--- src/rtl/rr_mux_n_pkg.sv ---
// Shared types and helpers for the N-way registered multiplexer family.
package mux_pkg;

  // Output register occupancy.
  typedef enum logic {
    OUT_EMPTY = 1'b0,
    OUT_FULL  = 1'b1
  } out_state_e;

  // Width of a channel index: never narrower than one bit.
  function automatic int unsigned sel_w(input int unsigned n);
    int unsigned w;
    w = $clog2(n);
    return (w < 1) ? 1 : w;
  endfunction

  // Low bit of channel idx inside a flattened {ch[N-1], ..., ch[0]} bus.
  function automatic int unsigned slice_lo(input int unsigned idx, input int unsigned width);
    return idx * width;
  endfunction

endpackage

--- src/rtl/rr_mux_n_if.sv ---
// Valid/ready bundle between N producers, the mux and one consumer.
interface rr_mux_n_if #(
  parameter int unsigned WIDTH = 64,
  parameter int unsigned N     = 4
);
  import mux_pkg::*;

  localparam int unsigned SEL_W = sel_w(N);

  logic [N*WIDTH-1:0] in_data;
  logic [N-1:0]       in_valid;
  logic [N-1:0]       in_ready;
  logic [WIDTH-1:0]   out_data;
  logic [SEL_W-1:0]   out_sel;
  logic               out_valid;
  logic               out_ready;

  // Producer/consumer side of the bundle.
  modport master (
    output in_data,
    output in_valid,
    input  in_ready,
    input  out_data,
    input  out_sel,
    input  out_valid,
    output out_ready
  );

  // Mux side of the bundle.
  modport slave (
    input  in_data,
    input  in_valid,
    output in_ready,
    output out_data,
    output out_sel,
    output out_valid,
    input  out_ready
  );

endinterface

--- src/rtl/rr_mux_n_arbiter.sv ---
// Round-robin arbiter: owns the priority pointer and produces a one-hot
// grant plus its binary index.
module rr_arbiter_n
  import mux_pkg::*;
#(
  parameter int unsigned N = 4,
  localparam int unsigned SEL_W = sel_w(N)
) (
  input  logic             clk,
  input  logic             reset,
  input  logic [N-1:0]     req,
  input  logic             advance,
  output logic [N-1:0]     grant,
  output logic [SEL_W-1:0] grant_idx
);

  logic [SEL_W-1:0] ptr_q, ptr_d;
  logic [SEL_W-1:0] cand;
  logic             found;
  int unsigned      srch_idx;

  // Scan ptr, ptr+1, ... with wrap at N; first requester wins.
  always_comb begin
    grant     = '0;
    grant_idx = '0;
    found     = 1'b0;
    srch_idx  = 0;
    cand      = '0;
    for (int unsigned k = 0; k < N; k++) begin
      srch_idx = 32'(ptr_q) + k;
      if (srch_idx >= N) begin
        srch_idx = srch_idx - N;
      end
      cand = SEL_W'(srch_idx);
      if (!found && req[cand]) begin
        found       = 1'b1;
        grant[cand] = 1'b1;
        grant_idx   = cand;
      end
    end
  end

  // Next priority is the channel after the winner; wrap explicitly so a
  // non-power-of-2 N never yields an index of N or above.
  always_comb begin
    ptr_d = ptr_q;
    if (advance) begin
      if (grant_idx == SEL_W'(N - 1)) begin
        ptr_d = '0;
      end else begin
        ptr_d = grant_idx + SEL_W'(1);
      end
    end
  end

  // Priority pointer register.
  always_ff @(posedge clk or posedge reset) begin
    if (reset) begin
      ptr_q <= '0;
    end else begin
      ptr_q <= ptr_d;
    end
  end

endmodule

--- src/rtl/rr_mux_n.sv ---
// N-channel round-robin multiplexer with a one-entry registered output.
module rr_mux_n
  import mux_pkg::*;
#(
  parameter int unsigned WIDTH = 64,
  parameter int unsigned N     = 4
) (
  input  logic      clk,
  input  logic      reset,
  rr_mux_n_if.slave bus
);

  localparam int unsigned SEL_W = sel_w(N);

  out_state_e       state_q, state_d;
  logic [WIDTH-1:0] data_q, data_d;
  logic [SEL_W-1:0] sel_q, sel_d;
  logic [WIDTH-1:0] sel_data;
  logic [N-1:0]     grant;
  logic [SEL_W-1:0] grant_idx;
  logic             load;
  logic             advance;

  // Register can take a word when empty or when the consumer drains it now.
  assign load    = (state_q == OUT_EMPTY) | bus.out_ready;
  // Reset gating keeps in_ready low while reset is held even though the
  // empty register would otherwise report load.
  assign advance = ~reset & load & (|bus.in_valid);

  assign bus.in_ready  = {N{advance}} & grant;
  assign bus.out_data  = data_q;
  assign bus.out_sel   = sel_q;
  assign bus.out_valid = (state_q == OUT_FULL);

  rr_arbiter_n #(.N(N)) u_arb (
    .clk       (clk),
    .reset     (reset),
    .req       (bus.in_valid),
    .advance   (advance),
    .grant     (grant),
    .grant_idx (grant_idx)
  );

  // One-hot AND-OR select over the N input slices.
  always_comb begin
    sel_data = '0;
    for (int unsigned i = 0; i < N; i++) begin
      sel_data = sel_data |
                 (bus.in_data[slice_lo(i, WIDTH) +: WIDTH] & {WIDTH{grant[i]}});
    end
  end

  // Load a granted word, or empty on a drain with nothing to replace it.
  always_comb begin
    state_d = state_q;
    data_d  = data_q;
    sel_d   = sel_q;
    if (advance) begin
      state_d = OUT_FULL;
      data_d  = sel_data;
      sel_d   = grant_idx;
    end else if ((state_q == OUT_FULL) && bus.out_ready) begin
      state_d = OUT_EMPTY;
    end
  end

  // Output register.
  always_ff @(posedge clk or posedge reset) begin
    if (reset) begin
      state_q <= OUT_EMPTY;
      data_q  <= '0;
      sel_q   <= '0;
    end else begin
      state_q <= state_d;
      data_q  <= data_d;
      sel_q   <= sel_d;
    end
  end

endmodule

--- src/flat_wrapper.sv ---
// flat-port wrapper written by rule: the top's interface ports become plain ports
module rr_mux_n_flat import mux_pkg::*;
#(
  parameter int unsigned WIDTH = 64,
  parameter int unsigned N     = 4
)
  (clk, reset, bus_in_data, bus_in_valid, bus_in_ready, bus_out_data, bus_out_sel, bus_out_valid, bus_out_ready);
  rr_mux_n_if #(.WIDTH(WIDTH), .N(N)) bus_i ();
  input  logic clk;
  input  logic reset;
  input wire logic [$bits(bus_i.in_data)-1:0] bus_in_data;
  input wire logic [$bits(bus_i.in_valid)-1:0] bus_in_valid;
  output wire logic [$bits(bus_i.in_ready)-1:0] bus_in_ready;
  output wire logic [$bits(bus_i.out_data)-1:0] bus_out_data;
  output wire logic [$bits(bus_i.out_sel)-1:0] bus_out_sel;
  output wire logic [$bits(bus_i.out_valid)-1:0] bus_out_valid;
  input wire logic [$bits(bus_i.out_ready)-1:0] bus_out_ready;
  assign bus_i.in_data = bus_in_data;
  assign bus_i.in_valid = bus_in_valid;
  assign bus_in_ready = bus_i.in_ready;
  assign bus_out_data = bus_i.out_data;
  assign bus_out_sel = bus_i.out_sel;
  assign bus_out_valid = bus_i.out_valid;
  assign bus_i.out_ready = bus_out_ready;
  rr_mux_n #(.WIDTH(WIDTH), .N(N)) u_core (.clk(clk), .reset(reset), .bus(bus_i));
endmodule
--- config.mk ---
export PLATFORM = sky130hd
export DESIGN_NAME = rr_mux_n_flat
export DESIGN_NICKNAME = d
export VERILOG_FILES = /design/src/rtl/rr_mux_n_pkg.sv /design/src/rtl/rr_mux_n_if.sv /design/src/rtl/rr_mux_n_arbiter.sv /design/src/rtl/rr_mux_n.sv /design/src/flat_wrapper.sv
export SDC_FILE = /design/constraint.sdc
export NUM_CORES = 1
export LEC_CHECK = 0
export ABC_AREA = 1
export CAP_MARGIN = 20
export CORE_AREA = 2 2 130 132
export CTS_BUF_LIST = sky130_fd_sc_hd__clkbuf_8 sky130_fd_sc_hd__clkbuf_16
export DETAILED_ROUTE_END_ITERATION = 7
export DIE_AREA = 0 0 132 134
export GPL_ROUTABILITY_DRIVEN = 1
export PLACE_DENSITY = 0.69
export SYNTH_ARGS = -nofsm -noshare
export SYNTH_HDL_FRONTEND = slang
export SYNTH_SLANG_ARGS = --single-unit
--- constraint.sdc ---
create_clock -name clk -period 9.77 [get_ports clk]
set_clock_uncertainty 0.2 [all_clocks]
set_input_delay 1.954 -clock clk [delete_from_list [all_inputs] [get_ports clk]]
set_output_delay 1.954 -clock clk [all_outputs]
set_load 0.03 [all_outputs]
==> impl_metrics.yaml <==
run_status:
  status: "finished, final reports clean"
final_layout:
  final_layout_size_suffix_gt1_frac: 0.0333
  antenna_cells: 0
  fin_util: 0.521
  fin_nets: 1374
  fin_cells: 1330
  n_fill_cell: 1612
  area.growth.synth_to_final_pct: 72.9
min_path:
  worstHoldPathCells: 2
  hold_path_class: "flip-flop to flip-flop"
floorplanning:
  dieHeight_um: 134
  ioPinCount: 334
  die_w_um: 132
  dieArea_sq_um: 17700
  core_area_sq_um: 16300
  initial_core_util: 0.302
  num_rows: 47
cts:
  ctsHoldBuffers: 0
  clk_path_buf_depth: 2
  htree_levels: 3
  insertion_delay_ps: 330
  clk_pin_slew_ps: 60
  cts-resized-gates: 0
  cts_setup_buffers: 0
  clockRootBuffer: "clkbuf_16"
  cts_tree: "done"
  cts_buffers: 9
  cts.sink_count: 69
placed_design:
  dp_cells: 1314
  place.gp.congestion: 0.833
  io_buffers: 333
  dpl.hpwl_um: 13800
critical_path:
  arrival_ps: 4730
  critPathLaunchType: "primary input"
  endpoint_kind: "output port"
  cp_data_required_time_ps: 7620
  regToRegSetupSlack_ps: 6350
  critPathLaunch: "bus_in_valid[3]"
  crit_type: "primary input to output port"
  crit_end: "bus_in_ready[0]"
  rr_endpoint: "u_core.bus.out_data[29]$_DFFE_PP0P_"
  reg2reg_depth: 13
  worstPathMaxFanout: 65
routing:
  wl_per_cell_um: 13.9
  vias_per_cell: 4.44
  drtPass1Iterations: 4
  vias: 5899
  drt-total-wl_um: 18500
  ant_nets: 0
  drc: 0
  first_iter_violations: 277
power_and_ir_drop:
  leakagePower_nw: 3.74
  powerDensity_nw_per_um2: 335
  peakVddDrop_v: 0.000225
  power_frac_clock: 0.106
  seq_power_share: 0.182
  p_switching_w: 0.00151
  total_power_w: 0.00285
  power_frac_comb: 0.712
  power_switching_share: 0.531
  internal_power_w: 0.00133
global_route:
  antenna_found_initial: 0
  grt_pass1_wl_um: 28800
  grt_use_total: 0.203
  grt_max_degree: 74
  first_global_vias: 5611
  grt.overflow.total: 0
synthesis:
  yosysSeqAreaShare: 0.352
  yosys.area.top_type: "dfrtp_1"
  netlist_instances: 800
  synth_nets: 1069
  avgSynthCellArea_sq_um: 6.14
  synth_area_sq_um: 4910
  synthTopCellsByArea: "dfrtp_1 35%, nand2_1 28%, nor2_1 15%, nand3_1 8.2%, buf_6 4.6%"
  synth-seq-cells: 69
  synth_top_area_frac: 0.352
  synth_cell_types: 22
  ys_warn_count: 0
timing:
  hold_slack_ps: 287
  relSlewSlack: 0.398
  setup_violations: 0
  fin_crit_ps: 6880
  timing.fmax_mhz: 145
  drv_slew: 0
  fin_crit_sh: 0.705
  tightest_slew_ps: 903
  rsz0062_at_grt: "false"
  finalHoldViolations: 0
  tns_ps: 0
flow_run:
  drv_cap: 0
## worst min path at each step
| stage | start | to | slack, ps |
|---|---|---|---|
| after floorplan | u_core.bus.out_sel[0]$_DFFE_PP0P_ | u_core.bus.out_sel[0]$_DFFE_PP0P_ | 460 |
| after global placement | u_core.bus.out_sel[1]$_DFFE_PP0P_ | u_core.bus.out_sel[1]$_DFFE_PP0P_ | 270 |
| after detailed placement | u_core.bus.out_sel[0]$_DFFE_PP0P_ | u_core.bus.out_sel[0]$_DFFE_PP0P_ | 270 |
| after CTS | u_core.bus.out_sel[0]$_DFFE_PP0P_ | u_core.bus.out_sel[0]$_DFFE_PP0P_ | 290 |
| after global routing | u_core.bus.out_valid$_DFFE_PP0P_ | u_core.bus.out_valid$_DFFE_PP0P_ | 330 |
| final | u_core.bus.out_sel[0]$_DFFE_PP0P_ | u_core.bus.out_sel[0]$_DFFE_PP0P_ | 290 |
## critical path: stages
cell and delay (ps):
clkdlybuf4s50_1 450, inv_1 110, nand2_1 90, nand3_4 140
nand2_4 80, nor2_4 260, nand3_1 140, nand3_2 90
buf_4 560, nand2_1 100, inv_1 80, clkdlybuf4s50_1 660
## metal layers
layer  vias to the layer above  routed length, um  GRT usage
met1                      2571               7480      0.235
met4                         0                417     0.0682
met5                         -                  0          0
met2                       234               9090      0.366
li1                       3066                  -          -
met3                        28               1490     0.0518
## final cells by class
cell class / count / area [sq um] / area share
repair buffers: 339 / 3380 / 0.398
multi-input cells: 669 / 2770 / 0.326
flip-flops and latches: 69 / 1730 / 0.203
well taps: 220 / 275 / 0.0324
clock buffers: 9 / 225 / 0.0265
inverters: 17 / 67.6 / 0.00796
clock inverters: 7 / 48.8 / 0.00575
## flip-flops by register name, indices dropped and copies added, names as in the netlist, named ones only
register              count
u_core.bus.out_valid      1
u_core.bus.out_sel        2
u_core.u_arb.ptr_q        1
u_core.bus.out_data      64
## cells in the final DEF, fill, tap and decap left out
cell type        synthesis  layout
a21oi_1                  4       4
inv_1                   15      14
clkinv_2                 0       4
dfrtp_1                 69      69
nand2_2                  1       1
clkdlybuf4s50_1          0     333
o21ai_0                  3       3
ha_1                     6       6
nand4_1                  2       2
clkbuf_16                0       9
nor2_1                 198     198
clkinvlp_4               0       1
nand2_4                  2       2
inv_4                    0       1
buf_4                    7       6
inv_6                    0       2
clkinv_4                 0       1
a21boi_0                 4       4
nor2_2                   1       1
nand3_1                 80      80
nand2_1                360     360
nand3_2                  6       6
nand3_4                  1       1
nor2_4                   1       1
inv_2                    2       1
## stage by stage
| step | setup slack, ps | cell area [sq um] |
|---|---|---|
| floorplan | 2610 | 4910 |
| global placement | 2920 | 8220 |
| detailed placement | 2860 | 8220 |
| CTS | 2870 | 8490 |
| global route | 2650 | 8490 |
| finish | 2890 | 8490 |
## Yosys cell counts
master / n
nor2_2: 1
buf_1: 1
clkbuf_1: 13
nand3_1: 80
nand2_4: 2
nand2_2: 1
a21oi_1: 4
nand2_1: 360
ha_1: 6
nand4_1: 2
dfrtp_1: 69
inv_1: 15
inv_2: 2
buf_6: 20
a21boi_0: 4
nor2_4: 1
nand3_4: 1
o21ai_0: 3
buf_2: 4
nand3_2: 6
buf_4: 7
nor2_1: 198
## cells by family (layout without fill, tap and decap cells)
family | after synthesis | in the layout | share of synthesized area
compound gates | 11 | 11 | 0.0132
buf+inv | 62 | 372 | 0.0843
simple gates | 652 | 652 | 0.536
fa+ha+maj | 6 | 6 | 0.0153
flops | 69 | 69 | 0.352
## power groups by stage
stage / logic, W / registers [W] / clock network [W]
after global placement: 0.00204 / 0.000517 / 0
after floorplan: 0.00119 / 0.000797 / 0
after detailed placement: 0.00206 / 0.000525 / 0
after CTS: 0.00206 / 0.000520 / 0.000310
after global routing: 0.00224 / 0.000539 / 0.000325
final: 0.00203 / 0.000518 / 0.000301
Note: power is estimated with default switching activity, not from simulation.
